==> src/rtl/mips_ctrl_pkg.sv <==
// Shared encodings for the multicycle MIPS controller and its ALU decoder.
// Latency: n/a (constants and types only).
// Backpressure: n/a.
package mips_ctrl_pkg;

   typedef enum logic [3:0] {
      S_FETCH   = 4'd0,
      S_DECODE  = 4'd1,
      S_MEMADR  = 4'd2,
      S_MEMRD   = 4'd3,
      S_MEMWB   = 4'd4,
      S_MEMWR   = 4'd5,
      S_EXECUTE = 4'd6,
      S_ALUWB   = 4'd7,
      S_BRANCH  = 4'd8,
      S_ADDIEX  = 4'd9,
      S_ADDIWB  = 4'd10,
      S_JUMP    = 4'd11
   } state_t;

   localparam logic [5:0] OP_RTYPE = 6'h00;
   localparam logic [5:0] OP_LW    = 6'h23;
   localparam logic [5:0] OP_SW    = 6'h2B;
   localparam logic [5:0] OP_BEQ   = 6'h04;
   localparam logic [5:0] OP_ADDI  = 6'h08;
   localparam logic [5:0] OP_J     = 6'h02;

   localparam logic [5:0] FN_ADD = 6'h20;
   localparam logic [5:0] FN_SUB = 6'h22;
   localparam logic [5:0] FN_AND = 6'h24;
   localparam logic [5:0] FN_OR  = 6'h25;
   localparam logic [5:0] FN_SLT = 6'h2A;

   localparam logic [1:0] ALUOP_ADD   = 2'b00;
   localparam logic [1:0] ALUOP_SUB   = 2'b01;
   localparam logic [1:0] ALUOP_FUNCT = 2'b10;

   localparam logic [2:0] ALU_AND = 3'b000;
   localparam logic [2:0] ALU_OR  = 3'b001;
   localparam logic [2:0] ALU_ADD = 3'b010;
   localparam logic [2:0] ALU_SUB = 3'b110;
   localparam logic [2:0] ALU_SLT = 3'b111;

endpackage

==> src/rtl/mul_mips_alu_decoder.sv <==
// ALU control decoder: main-FSM alu_op plus R-type funct -> ALU operation.
// Latency: purely combinational, zero cycles.
// Backpressure: none; output follows inputs every cycle.
module mul_mips_alu_decoder
   import mips_ctrl_pkg::*;
#(
   parameter int alu_op_width   = 2,
   parameter int function_width = 6,
   parameter int alu_con_width  = 3
) (
   input  logic [alu_op_width-1:0]   alu_op,
   input  logic [function_width-1:0] funct,
   output logic [alu_con_width-1:0]  alu_control
);

   // Unknown funct codes fall back to add so the datapath never sees an undefined op.
   always_comb begin
      alu_control = ALU_ADD;
      case (alu_op)
         ALUOP_SUB: alu_control = ALU_SUB;
         ALUOP_FUNCT: begin
            case (funct)
               FN_ADD:  alu_control = ALU_ADD;
               FN_SUB:  alu_control = ALU_SUB;
               FN_AND:  alu_control = ALU_AND;
               FN_OR:   alu_control = ALU_OR;
               FN_SLT:  alu_control = ALU_SLT;
               default: alu_control = ALU_ADD;
            endcase
         end
         default: alu_control = ALU_ADD;
      endcase
   end

endmodule

==> src/rtl/mul_mips_main_ctrl.sv <==
// Multicycle MIPS main control FSM (Moore) driving the shared datapath selects/enables.
// Latency: outputs combinational from state; lw 5, sw/R/addi 4, beq/j 3, illegal 2 cycles.
// Backpressure: none; one instruction sequenced at a time, reset forces all outputs low.
module mul_mips_main_ctrl
   import mips_ctrl_pkg::*;
#(
   parameter int opcode_width   = 6,
   parameter int function_width = 6,
   parameter int alu_op_width   = 2,
   parameter int alu_con_width  = 3
) (
   input  logic                      clk,
   input  logic                      rst,
   input  logic [opcode_width-1:0]   opcode,
   input  logic [function_width-1:0] funct,
   input  logic                      zero,
   output logic                      iord,
   output logic                      mem_write,
   output logic                      ir_write,
   output logic                      reg_dst,
   output logic                      mem_to_reg,
   output logic                      reg_write,
   output logic                      alu_src_a,
   output logic [1:0]                alu_src_b,
   output logic [1:0]                pc_src,
   output logic                      pc_en,
   output logic [alu_con_width-1:0]  alu_control,
   output logic                      illegal_op,
   output logic [3:0]                state_dbg
);

   state_t                    state, state_nxt;
   logic                      s_iord, s_mem_write, s_ir_write, s_reg_dst;
   logic                      s_mem_to_reg, s_reg_write, s_alu_src_a;
   logic [1:0]                s_alu_src_b, s_pc_src;
   logic                      pc_write, branch, s_illegal;
   logic [alu_op_width-1:0]   alu_op;
   logic [alu_con_width-1:0]  dec_alu_control;

   // State register; reset always restarts at instruction fetch.
   always_ff @(posedge clk) begin
      if (rst) state <= S_FETCH;
      else     state <= state_nxt;
   end

   // Next-state and per-state control decode; anything not set stays 0.
   always_comb begin
      state_nxt    = S_FETCH;
      s_iord       = 1'b0;
      s_mem_write  = 1'b0;
      s_ir_write   = 1'b0;
      s_reg_dst    = 1'b0;
      s_mem_to_reg = 1'b0;
      s_reg_write  = 1'b0;
      s_alu_src_a  = 1'b0;
      s_alu_src_b  = 2'b00;
      s_pc_src     = 2'b00;
      pc_write     = 1'b0;
      branch       = 1'b0;
      s_illegal    = 1'b0;
      alu_op       = ALUOP_ADD;
      case (state)
         S_FETCH: begin
            s_alu_src_b = 2'b01;
            s_ir_write  = 1'b1;
            pc_write    = 1'b1;
            state_nxt   = S_DECODE;
         end
         S_DECODE: begin
            s_alu_src_b = 2'b11;
            case (opcode)
               OP_LW, OP_SW: state_nxt = S_MEMADR;
               OP_RTYPE:     state_nxt = S_EXECUTE;
               OP_BEQ:       state_nxt = S_BRANCH;
               OP_ADDI:      state_nxt = S_ADDIEX;
               OP_J:         state_nxt = S_JUMP;
               default: begin
                  s_illegal = 1'b1;
                  state_nxt = S_FETCH;
               end
            endcase
         end
         S_MEMADR: begin
            s_alu_src_a = 1'b1;
            s_alu_src_b = 2'b10;
            state_nxt   = (opcode == OP_LW) ? S_MEMRD : S_MEMWR;
         end
         S_MEMRD: begin
            s_iord    = 1'b1;
            state_nxt = S_MEMWB;
         end
         S_MEMWB: begin
            s_mem_to_reg = 1'b1;
            s_reg_write  = 1'b1;
         end
         S_MEMWR: begin
            s_iord      = 1'b1;
            s_mem_write = 1'b1;
         end
         S_EXECUTE: begin
            s_alu_src_a = 1'b1;
            alu_op      = ALUOP_FUNCT;
            state_nxt   = S_ALUWB;
         end
         S_ALUWB: begin
            s_reg_dst   = 1'b1;
            s_reg_write = 1'b1;
         end
         S_BRANCH: begin
            s_alu_src_a = 1'b1;
            alu_op      = ALUOP_SUB;
            s_pc_src    = 2'b01;
            branch      = 1'b1;
         end
         S_ADDIEX: begin
            s_alu_src_a = 1'b1;
            s_alu_src_b = 2'b10;
            state_nxt   = S_ADDIWB;
         end
         S_ADDIWB: begin
            s_reg_write = 1'b1;
         end
         S_JUMP: begin
            s_pc_src = 2'b10;
            pc_write = 1'b1;
         end
         default: state_nxt = S_FETCH;
      endcase
   end

   mul_mips_alu_decoder #(
      .alu_op_width   (alu_op_width),
      .function_width (function_width),
      .alu_con_width  (alu_con_width)
   ) u_alu_decoder (
      .alu_op      (alu_op),
      .funct       (funct),
      .alu_control (dec_alu_control)
   );

   // Output stage: reset holds every output low so no write can leak out mid-abort.
   always_comb begin
      iord        = 1'b0;
      mem_write   = 1'b0;
      ir_write    = 1'b0;
      reg_dst     = 1'b0;
      mem_to_reg  = 1'b0;
      reg_write   = 1'b0;
      alu_src_a   = 1'b0;
      alu_src_b   = 2'b00;
      pc_src      = 2'b00;
      pc_en       = 1'b0;
      alu_control = '0;
      illegal_op  = 1'b0;
      state_dbg   = 4'd0;
      if (!rst) begin
         iord        = s_iord;
         mem_write   = s_mem_write;
         ir_write    = s_ir_write;
         reg_dst     = s_reg_dst;
         mem_to_reg  = s_mem_to_reg;
         reg_write   = s_reg_write;
         alu_src_a   = s_alu_src_a;
         alu_src_b   = s_alu_src_b;
         pc_src      = s_pc_src;
         pc_en       = pc_write | (branch & zero);
         alu_control = dec_alu_control;
         illegal_op  = s_illegal;
         state_dbg   = state;
      end
   end

endmodule

==> config.mk <==
export PLATFORM = sky130hd
export DESIGN_NAME = mul_mips_main_ctrl
export DESIGN_NICKNAME = d
export VERILOG_FILES = /design/src/rtl/mips_ctrl_pkg.sv /design/src/rtl/mul_mips_alu_decoder.sv /design/src/rtl/mul_mips_main_ctrl.sv
export SDC_FILE = /design/constraint.sdc
export NUM_CORES = 1
export LEC_CHECK = 0
export ABC_AREA = 1
export BUFFER_PORTS_ARGS = -buffer_cell sky130_fd_sc_hd__buf_2
export CAP_MARGIN = 20
export CORE_MARGIN = 2
export CORE_UTILIZATION = 38
export CTS_CLUSTER_DIAMETER = 120
export CTS_CLUSTER_SIZE = 16
export DETAILED_ROUTE_END_ITERATION = 8
export PLACE_DENSITY_LB_ADDON = 0.1
export SYNTH_ARGS = -nofsm -noshare
export SYNTH_HDL_FRONTEND = slang
export SYNTH_SLANG_ARGS = --single-unit
export TNS_END_PERCENT = 5
==> constraint.sdc <==
create_clock -name clk -period 1.55 [get_ports clk]
set_input_delay 0.31 -clock clk [delete_from_list [all_inputs] [get_ports clk]]
set_output_delay 0.31 -clock clk [all_outputs]
set_load 0.02 [all_outputs]
* Yosys cells after proc, flatten, opt, wreduce, memory -nomap -nowiden *
Cells that the tools add are included.

cells by class
  add/sub/neg operators = 0
  multiply operators = 0
  div/mod/pow operators = 0
  magnitude comparators = 0
  eq/ne operators = 22
  shift-type cells = 0
  muxes and demuxes = 32
  bitwise gates (word level) = 2
  reduce and logical (&&, ||, !) cells = 9

operator list
  kind                                                             number
  6-bit == test, second input constant                             6
  4-bit case mux with 6 select lines                               1
  1-bit two-way mux                                                20
  4-bit case mux with 5 select lines                               1
  4-bit by 3-bit == test with 1-bit output, second input constant  4
  4-bit == test, second input constant                             4
  3-bit case mux with 4 select lines                               1
  4-bit by 2-bit == test with 1-bit output, second input constant  2
  2-bit case mux with 2 select lines                               2
  2-bit OR reduction                                               4
  6-bit by 2-bit == test with 1-bit output, second input constant  1
  6-bit by 3-bit == test with 1-bit output, second input constant  1
  6-bit by 4-bit == test with 1-bit output, second input constant  1
  6-bit zero test                                                  1
  3-bit two-way mux                                                2
  2-bit case mux with 3 select lines                               1
  3-bit case mux with 2 select lines                               1
  6-bit OR reduction                                               1
  4-bit by 1-bit == test with 1-bit output, second input constant  1
  4-bit zero test                                                  1
  2-bit two-way mux                                                2
  4-bit two-way mux                                                1
  4-bit OR reduction                                               1
  3-bit OR reduction                                               1
  other kinds (4)                                                  4

storage, ports and cells
  register bits = 4
  latch bits = 0
  memory bits (writable) = 0
  ROM bits = 0
  bits of input ports = 15
  output and inout bits = 20
  logic and storage cells = 66
  memories = 0

* Logic depth before layout (Yosys ltp) *
Gate-level depths: netlist of run 1.

  word-level depth = 5
  depth in mapped cells = 8
  depth with buffers taken out = 8

* Hierarchy *
Synthesis of run 1 repeated with hierarchy kept, for this count alone.

unflattened totals
  cells, all modules = 138
  area total of the unflattened synthesis = 670.6 um^2

modules (own cells, without submodules)
  module                times used  cells an instance  area each (um^2)  seq. area each (um^2)
  mul_mips_main_ctrl    1           101                496.7             80.1
  mul_mips_alu_decoder  1           37                 173.9             0.0

* Worst setup path before layout of run 1 *
OpenSTA, ideal clock, no wires.

  kind = reg2out
  start point = register state[1]
  end point = output port alu_control[2]
  data arrival time = 1.584 ns
  slack = -0.344 ns
  cell stages (with the launch flop) = 7
  path buffers = 0
  cells stage by stage = dfxtp_1 inv_2 nor2_2 nand2_2 ha_1 nor2_1 a21boi_0

between the ends
  cells in the longest elaborated chain, start to end = 5
  elaborated cells on any way between the ends = 7
  those cells by class = 4 x eq/ne; 3 x mux

RTL lines
  what                                                                              line                        source
  start: declaration                                                                mul_mips_main_ctrl.sv:32    state_t state, state_nxt;
  start signal: assignment                                                          mul_mips_main_ctrl.sv:43    else state <= state_nxt;
  4-bit == test / 4-bit by 3-bit == test with 1-bit output (equally long branches)  mul_mips_main_ctrl.sv:62    case (state)
  2-bit case mux with 2 select lines (*)                                            mul_mips_main_ctrl.sv:62
  2-bit == test / 2-bit by 1-bit == test with 1-bit output (equally long branches)  mul_mips_alu_decoder.sv:19  case (alu_op)
  3-bit case mux with 2 select lines (*)                                            mul_mips_alu_decoder.sv:19
  3-bit two-way mux (*)                                                             mul_mips_main_ctrl.sv:156   if (!rst) begin
  end: declaration                                                                  mul_mips_main_ctrl.sv:27    output logic [alu_con_width-1:0] alu_control,

Every way passes the cells marked *; elsewhere a longest branch is shown, timed or not.

* Final worst setup path of run 1 *
  start point = register state[0]
  end point = output port alu_control[1]

Same word-level chain as after synthesis.

==> results of run 1 <==
## metal layers
| layer | vias to the layer above | part of all wire, % | wire (um) |
|---|---|---|---|
| met4 | 0 | 1.1 | 22 |
| met3 | 2 | 3.2 | 65 |
| met5 | - | 0 | 0 |
| met2 | 25 | 53 | 1060 |
| met1 | 414 | 43 | 858 |
| li1 | 487 | - | - |
## worst min-delay path, cell delays in order
cell	delay [ns]
buf_2	0.11
nand4_1	0.11
nand2_1	0.06
nand2_1	0.05
a21oi_1	0.05
## metrics by stage
step | cells | instance area, um^2 | power, mW
floorplan | 117 | 624 | 0.188
global placement | 184 | 948 | 0.247
detailed placement | 184 | 948 | 0.250
CTS | 190 | 1120 | 0.408
global route | 190 | 1150 | 0.438
finish | 190 | 1150 | 0.412
## final timing paths
kind / startpoint / end / slack, ns
setup / recovery: state[0] / alu_control[1] / -0.34
hold / removal: opcode[3] / state[0] / 0.49
setup reg to reg: state[1] / state[1] / 0.33
hold reg to reg: state[3] / state[3] / 0.63
## power by group through the flow
stage | clock network [mW] | logic, mW | registers (mW)
6_report | 0.140 | 0.160 | 0.111
5_1_grt | 0.151 | 0.175 | 0.111
4_1_cts | 0.144 | 0.153 | 0.111
3_5_place_dp | 0 | 0.138 | 0.112
3_3_place_gp | 0 | 0.135 | 0.112
2_1_floorplan | 0 | 0.0753 | 0.113
## repair_timing
| action | CTS | global route |
|---|---|---|
| resized for setup | 39 | 11 |
| gates cloned | 0 | 0 |
| endpoints found under the hold margin | 0 | 0 |
| pin swaps | 6 | 1 |
| setup buffers | 3 | 0 |
| endpoints found under the setup margin | 13 | 16 |
## cells by family after synthesis
| group | after synthesis | synth area share [%] |
|---|---|---|
| adder cells (fa/ha/maj) | 2 | 4.25 |
| flip-flops | 4 | 13.6 |
| AO/OA/AOI/OAI | 13 | 12.5 |
| AND/OR/NAND/NOR | 75 | 54.8 |
| buffers and inverters | 23 | 14.9 |
## final cells by class
type / count / area [um^2] / area share [%]
clock buffers: 3 / 22.5 / 1.96
flip-flops and latches: 4 / 90.1 / 7.83
multi-input cells: 90 / 548 / 47.7
repair buffers: 56 / 388 / 33.7
inverters: 21 / 81.3 / 7.07
well taps: 16 / 20.0 / 1.74
## cell usage after synthesis
library cell / instances
nor3_1: 1
o21ai_0: 2
nor2_2: 3
a21oi_1: 7
nand2_1: 16
o21ai_2: 1
nand4_1: 4
inv_1: 18
and2_1: 1
dfxtp_1: 4
clkbuf_1: 1
clkbuf_2: 1
nor2_1: 36
nand2_2: 2
a31oi_1: 2
ha_1: 2
inv_2: 3
a21boi_0: 1
nand3_1: 12
==> impl_metrics.json, run 1 <==
{
  "outcome": "complete, but fails checks",
  "violations": "setup timing",
  "hold_buffers": 0,
  "fillCellCount": 109,
  "synth_area_per_cell_um2": 5.04,
  "hold_viol": 0,
  "cp.required_ns": 1.24,
  "synth_nets": 134,
  "cts.path.max_buffers": 2,
  "worstSetupPathType": "flop to primary output",
  "ios": 35,
  "fin_tns_setup_ns": -2.30,
  "ys_ff_latch": 4,
  "path_depth": 9,
  "cts_tree": "yes",
  "antenna_found_initial": 0,
  "seq_power_share_pct": 27.0,
  "overflow": 0,
  "drive_gt1_share_pct": 53.4,
  "tightest_slew_ns": 0.258,
  "grt_max_degree": 10,
  "area_delta_synth_final_pct": 95.1,
  "core_area_mm2": 0.00147,
  "drv_slew": 0,
  "cts.root.buffer_cell": "clkbuf_4",
  "mostFrequentLayoutCells": "buf_4 (33), nor2_1 (30), buf_2 (19)",
  "top_register": "state",
  "die_w_um": 43.4,
  "cp.arrival_ns": 1.58,
  "synth_top_area_share_pct": 22.9,
  "portBuffers": 34,
  "clkPwrFrac_pct": 34.0,
  "dieArea_mm2": 0.00188,
  "diodes": 0,
  "gr-usage-met1_pct": 23.5,
  "hp-class": "primary input to flop",
  "dpl.hpwl_um": 1530,
  "die_h_um": 43.4,
  "synth.yosys.seq_area_share_pct": 13.6,
  "vias": 928,
  "crit_family": "buffers and inverters",
  "max_freq_ghz": 0.529,
  "ys_warn_count": 0,
  "fin_crit_sh_pct": 122,
  "swShare_pct": 36.4,
  "cts_buffers": 3,
  "critical_path.startpoint_type": "flop",
  "crit_buf_inv": 4,
  "setup_viol_count_final": 14,
  "leakagePower_nw": 0.615,
  "worstSetupEndpointType": "primary output",
  "start_util_pct": 40.1,
  "cpMaxStageDelayCell": "dfxtp_4",
  "drt_drc_violations_left": 0,
  "wl_per_cell_um": 10.6,
  "drtIter0Drc": 13,
  "drt_pass1_iterations": 4,
  "rows": 14,
  "ir_drop_mv": 0.376,
  "layout_commonest_cell": "buf_4",
  "max_slew_margin_pct": 82.7,
  "cp_max_fo": 4,
  "use_met2_pct": 45.7,
  "pre_cts_slack_ns": -0.170,
  "hold_ws_ns": 0.485,
  "cpPeakStageDelay_ns": 0.37,
  "first_global_vias": 861,
  "utilization_pct": 78.1,
  "power.switching_mw": 0.150,
  "path_cells": "nor2_4 > inv_2 > nor2_4 > buf_6 > inv_2 > ha_4 > a21oi_2 > a21oi_2 > buf_4",
  "htree_levels": 1,
  "largestRegisters": "state: 4 flops",
  "grt.met3_usage_pct": 2.50,
  "largest_register_ffs": 4,
  "intPower_mw": 0.262,
  "holdPathStages": 5,
  "vias_per_cell": 4.88,
  "netlist_area_um2": 589,
  "combPwrFrac_pct": 39.0,
  "synth_area_leader_cell": "nor2_1",
  "fin_crit_ns": 1.89,
  "p_per_area_mw_per_mm2": 358,
  "path_clk_slew_ns": 0.04,
  "max-cap-violations": 0,
  "grtUsageTotal_pct": 22.8,
  "rr_worst_depth": 8,
  "grt_pass1_wl_um": 3220,
  "clock-sinks": 4,
  "busiest_layer": "met2",
  "final_nets": 193,
  "wl_um": 2010,
  "rsz0062_at_grt": "true",
  "skew_ns": 0.00895,
  "syn_inst": 117,
  "routabilityCongestion": 0.888,
  "netlist_top_cells_area": "nor2_1 (23%), dfxtp_1 (14%), inv_1 (11%), nand3_1 (10%), nand2_1 (10%)",
  "fin_ws_ns": -0.342,
  "clk_latency_ns": 0.25,
  "netlist-cell-type-count": 19,
  "postRouteAntennaNets": 0
}
No activity file was read; power rests on OpenSTA's default activity.
==> inputs of run 2 (changes only) <==
--- a/config.mk
+++ b/config.mk
@@ -14,6 +14,7 @@
 export CTS_CLUSTER_SIZE = 16
 export DETAILED_ROUTE_END_ITERATION = 8
 export PLACE_DENSITY_LB_ADDON = 0.1
+export RECOVER_POWER = 25
 export SYNTH_ARGS = -nofsm -noshare
 export SYNTH_HDL_FRONTEND = slang
 export SYNTH_SLANG_ARGS = --single-unit
==> run 2 against run 1 <==
Effect of this change: the run still ends with setup timing left; worst setup slack about the same; combinational power hardly changed; register-to-register slack about the same; clock power about the same; worst hold slack improved by 0.0016 ns.
==> impl_metrics.json, run 2 (same netlist as run 1, synthesis figures left out) <==
{
  "outcome": "complete, but fails checks",
  "violations": "setup timing",
  "path_clk_slew_ns": 0.04,
  "portBuffers": 34,
  "start_util_pct": 40.1,
  "diodes": 0,
  "fin_ws_ns": -0.342,
  "leakagePower_nw": 0.613,
  "largestRegisters": "state: 4 flops",
  "place_area_um2": 948,
  "worstSetupEndpointType": "primary output",
  "layout_commonest_cell": "buf_4",
  "cts_tree": "yes",
  "setup_viol_count_final": 14,
  "top_register": "state",
  "cts.root.buffer_cell": "clkbuf_4",
  "wl_um": 2020,
  "clock-sinks": 4,
  "grt_pass1_wl_um": 3220,
  "fin_tns_setup_ns": -2.30,
  "wl_per_cell_um": 10.6,
  "largest_register_ffs": 4,
  "die_h_um": 43.4,
  "fin_cells": 190,
  "grt_max_degree": 10,
  "dieArea_mm2": 0.00188,
  "max_freq_ghz": 0.529,
  "dp_cells": 184,
  "hp-class": "primary input to flop",
  "vias": 935,
  "area_delta_synth_final_pct": 94.9,
  "vias_per_cell": 4.92,
  "critical_path.startpoint_type": "flop",
  "max_slew_margin_pct": 82.7,
  "cp_max_fo": 4,
  "p_per_area_mw_per_mm2": 359,
  "postRouteAntennaNets": 0,
  "cts_buffers": 3,
  "cp.required_ns": 1.24,
  "dpl.hpwl_um": 1530,
  "fin_crit_ns": 1.89,
  "hold_viol": 0,
  "drv_slew": 0,
  "drtIter0Drc": 13,
  "grtUsageTotal_pct": 22.8,
  "drt_drc_violations_left": 0,
  "die_w_um": 43.4,
  "final_area_mm2": 0.00115,
  "routabilityCongestion": 0.888,
  "cp.arrival_ns": 1.58,
  "worstSetupPathType": "flop to primary output",
  "max-cap-violations": 0,
  "hold_buffers": 0,
  "cts.path.max_buffers": 2,
  "rsz0062_at_grt": "true",
  "fin_crit_sh_pct": 122,
  "final_nets": 193,
  "drive_gt1_share_pct": 52.9,
  "total_power_mw": 0.412,
  "ir_drop_mv": 0.376,
  "antenna_found_initial": 0,
  "core_area_mm2": 0.00147,
  "clk_latency_ns": 0.25,
  "fillCellCount": 110,
  "rows": 14,
  "tightest_slew_ns": 0.258,
  "first_global_vias": 861,
  "ios": 35,
  "skew_ns": 0.00895,
  "htree_levels": 1,
  "overflow": 0,
  "mostFrequentLayoutCells": "buf_4 (33), nor2_1 (30), buf_2 (18)",
  "drt_pass1_iterations": 4
}
## run 2: layer usage
metal	up-vias	GRT usage, %	routed length, um
met4	0	9.09	22
li1	488	-	-
met5	-	0	0
met3	2	2.50	65
met1	420	23.5	861
met2	25	45.7	1070
## run 2: layout make-up
| class | instances | area [um^2] | share of cell area (%) |
|---|---|---|---|
| multi-input combinational | 90 | 548 | 47.7 |
| sequential | 4 | 90.1 | 7.84 |
| clock buffer | 3 | 22.5 | 1.96 |
| inverter | 21 | 81.3 | 7.08 |
| tap | 16 | 20.0 | 1.74 |
| timing repair buffer | 56 | 387 | 33.7 |
## run 2: timing repair
item,CTS,global route
pin swaps,6,1
buffers inserted,3,0
setup endpoints to repair,13,16
cloned,0,0
gates resized for setup,39,11
## run 2: path summary, 6_finish.rpt
check,endpoint,slack [ns],start,cells after the start
worst max-delay path,alu_control[1],-0.34,state[0],9
worst min-delay path,state[0],0.49,opcode[3],5
worst max register to register,state[1],0.33,state[1],8
worst min register to register,state[3],0.63,state[3],3
## run 2: power by group
part	total [mW]	internal (mW)	switching, mW	leakage [nW]
clock network	0.140	0.0873	0.0531	0.0138
registers	0.111	0.105	0.00626	0.0349
logic	0.160	0.0692	0.0910	0.564
## run 2: worst max-delay path: stages, from the launching register on
cell and delay, ns:
dfxtp_4 0.37, nor2_4 0.12, inv_2 0.06, nor2_4 0.12, buf_6 0.12, inv_2 0.05, ha_4 0.17, a21oi_2 0.13
a21oi_2 0.06, buf_4 0.15
## run 2: per-stage QoR
stage / utilization (%) / hold WS, ns / setup WS [ns]
after CTS: 75.9 / 0.478 / -0.332
after detailed placement: 64.5 / 0.615 / -0.170
after global routing: 78.1 / 0.527 / -0.379
after floorplan: - / 0.506 / -0.0720
final: 78.1 / 0.487 / -0.342
after global placement: 64.5 / 0.592 / -0.157
==> inputs of run 3 (changes only) <==
--- a/config.mk
+++ b/config.mk
@@ -10,6 +10,7 @@
 export CAP_MARGIN = 20
 export CORE_MARGIN = 2
 export CORE_UTILIZATION = 38
+export CTS_BUF_LIST = sky130_fd_sc_hd__clkbuf_16
 export CTS_CLUSTER_DIAMETER = 120
 export CTS_CLUSTER_SIZE = 16
 export DETAILED_ROUTE_END_ITERATION = 8
==> run 3 against run 2 <==
Effect of this change: the run still ends with setup timing left; critical path depth unchanged; worst setup slack lost 0.0073 ns; combinational power hardly changed; clock skew decreased by 0.0068 ns; largest cell class unchanged; largest power group is now clock.
==> impl_metrics.json, run 3 (same netlist as run 1, synthesis figures left out) <==
{
  "max-cap-violations": 0,
  "grt_max_degree": 10,
  "hp-class": "primary input to flop",
  "drive_gt1_share_pct": 53.2,
  "rows": 14,
  "largestRegisters": "state: 4 flops",
  "wl_um": 2410,
  "fin_crit_ns": 1.90,
  "drtIter0Drc": 22,
  "tightest_slew_ns": 0.275,
  "drt_pass1_iterations": 4,
  "area_delta_synth_final_pct": 110,
  "utilization_pct": 84.0,
  "final_nets": 192,
  "drt_drc_violations_left": 0,
  "largest_register_ffs": 4,
  "mostFrequentLayoutCells": "nor2_1 (29), buf_4 (27), buf_2 (19)",
  "grtUsageTotal_pct": 24.4,
  "postRouteAntennaNets": 0,
  "busiest_layer": "met2",
  "vias_per_cell": 5.11,
  "cts_buffers": 3,
  "hold_viol": 0,
  "critical_path.startpoint_type": "flop",
  "clock-sinks": 4,
  "dieArea_mm2": 0.00188,
  "ir_drop_mv": 0.724,
  "overflow": 0,
  "worstSetupEndpointType": "primary output",
  "pre_cts_slack_ns": -0.170,
  "cp.required_ns": 1.24,
  "rsz0062_at_grt": "true",
  "setup_viol_count_final": 10,
  "layout_commonest_cell": "nor2_1",
  "routabilityCongestion": 0.888,
  "grt.met3_usage_pct": 1.25,
  "die_w_um": 43.4,
  "fin_tns_setup_ns": -2.16,
  "clk_latency_ns": 0.22,
  "grt_pass1_wl_um": 3480,
  "dpl.hpwl_um": 1530,
  "ios": 35,
  "antenna_found_initial": 0,
  "cts.root.buffer_cell": "clkbuf_16",
  "wl_per_cell_um": 12.7,
  "outcome": "complete, but fails checks",
  "gr-usage-met1_pct": 27.6,
  "skew_ns": 0.00215,
  "portBuffers": 34,
  "cp.arrival_ns": 1.59,
  "vias": 965,
  "first_global_vias": 863,
  "die_h_um": 43.4,
  "path_clk_slew_ns": 0.03,
  "htree_levels": 1,
  "top_register": "state",
  "core_area_mm2": 0.00147,
  "hold_buffers": 0,
  "max_slew_margin_pct": 81.6,
  "cp_max_fo": 4,
  "use_met2_pct": 48.4,
  "diodes": 0,
  "drv_slew": 0,
  "p_per_area_mw_per_mm2": 546,
  "worstSetupPathType": "flop to primary output",
  "cts_tree": "yes",
  "fin_crit_sh_pct": 123,
  "leakagePower_nw": 0.652,
  "cts.path.max_buffers": 2,
  "violations": "setup timing",
  "fin_ws_ns": -0.349,
  "start_util_pct": 40.1,
  "max_freq_ghz": 0.527
}
run 3: changes by cell type in the layout (fill, tap and decap cells not counted), sizes merged:
cell,delta
buf,-1
run 3: final cells by class:
| type | instances | area [um^2] |
|---|---|---|
| Timing Repair Buffer | 55 | 392 |
| Inverter | 21 | 86.3 |
| Multi-Input combinational cell | 90 | 573 |
| Clock buffer | 3 | 75.1 |
| Sequential cell | 4 | 90.1 |
| Fill cell | 87 | 235 |
| Tap cell | 16 | 20.0 |
run 3: path summary, 6_finish.rpt:
| check | from | to | slack, ns | cells past startpoint |
|---|---|---|---|---|
| setup reg to reg | state[1] | state[1] | 0.32 | 8 |
| hold reg to reg | state[3] | state[3] | 0.66 | 3 |
| hold / removal | opcode[3] | state[0] | 0.53 | 5 |
| setup / recovery | state[1] | alu_control[2] | -0.35 | 9 |
run 3: per-stage QoR:
step / power, mW / cells / hold WS (ns) / cell area (um^2)
final: 0.675 / 189 / 0.529 / 1240
after global routing: 0.698 / 189 / 0.580 / 1240
after CTS: 0.665 / 189 / 0.523 / 1140
after detailed placement: 0.250 / 184 / 0.615 / 948
after global placement: 0.247 / 184 / 0.592 / 948
after floorplan: 0.188 / 117 / 0.506 / 624
run 3: routing by layer:
layer	vias up	routed length (um)
met2	37	1260
met3	8	80
met5	-	0
met1	437	991
li1	483	-
met4	0	79
run 3: where the power goes:
part	internal, mW	leakage (nW)	total (mW)	switching (mW)
registers	0.105	0.0349	0.112	0.00653
clock network	0.330	0.0370	0.402	0.0726
logic	0.0656	0.580	0.161	0.0952
total	0.501	0.652	0.675	0.174
run 3: repair_timing:
action	in CTS	in global routing
resized for setup	32	28
pin swaps	5	6
setup buffers	2	0
setup endpoints to repair	12	16
run 3: worst max-delay path, stage by stage, from the launching register on:
cell	delay (ns)
dfxtp_4	0.38
inv_4	0.04
nor2_4	0.13
nand2_4	0.08
buf_6	0.13
inv_4	0.05
ha_4	0.16
nand3_4	0.08
a21boi_4	0.17
buf_6	0.13
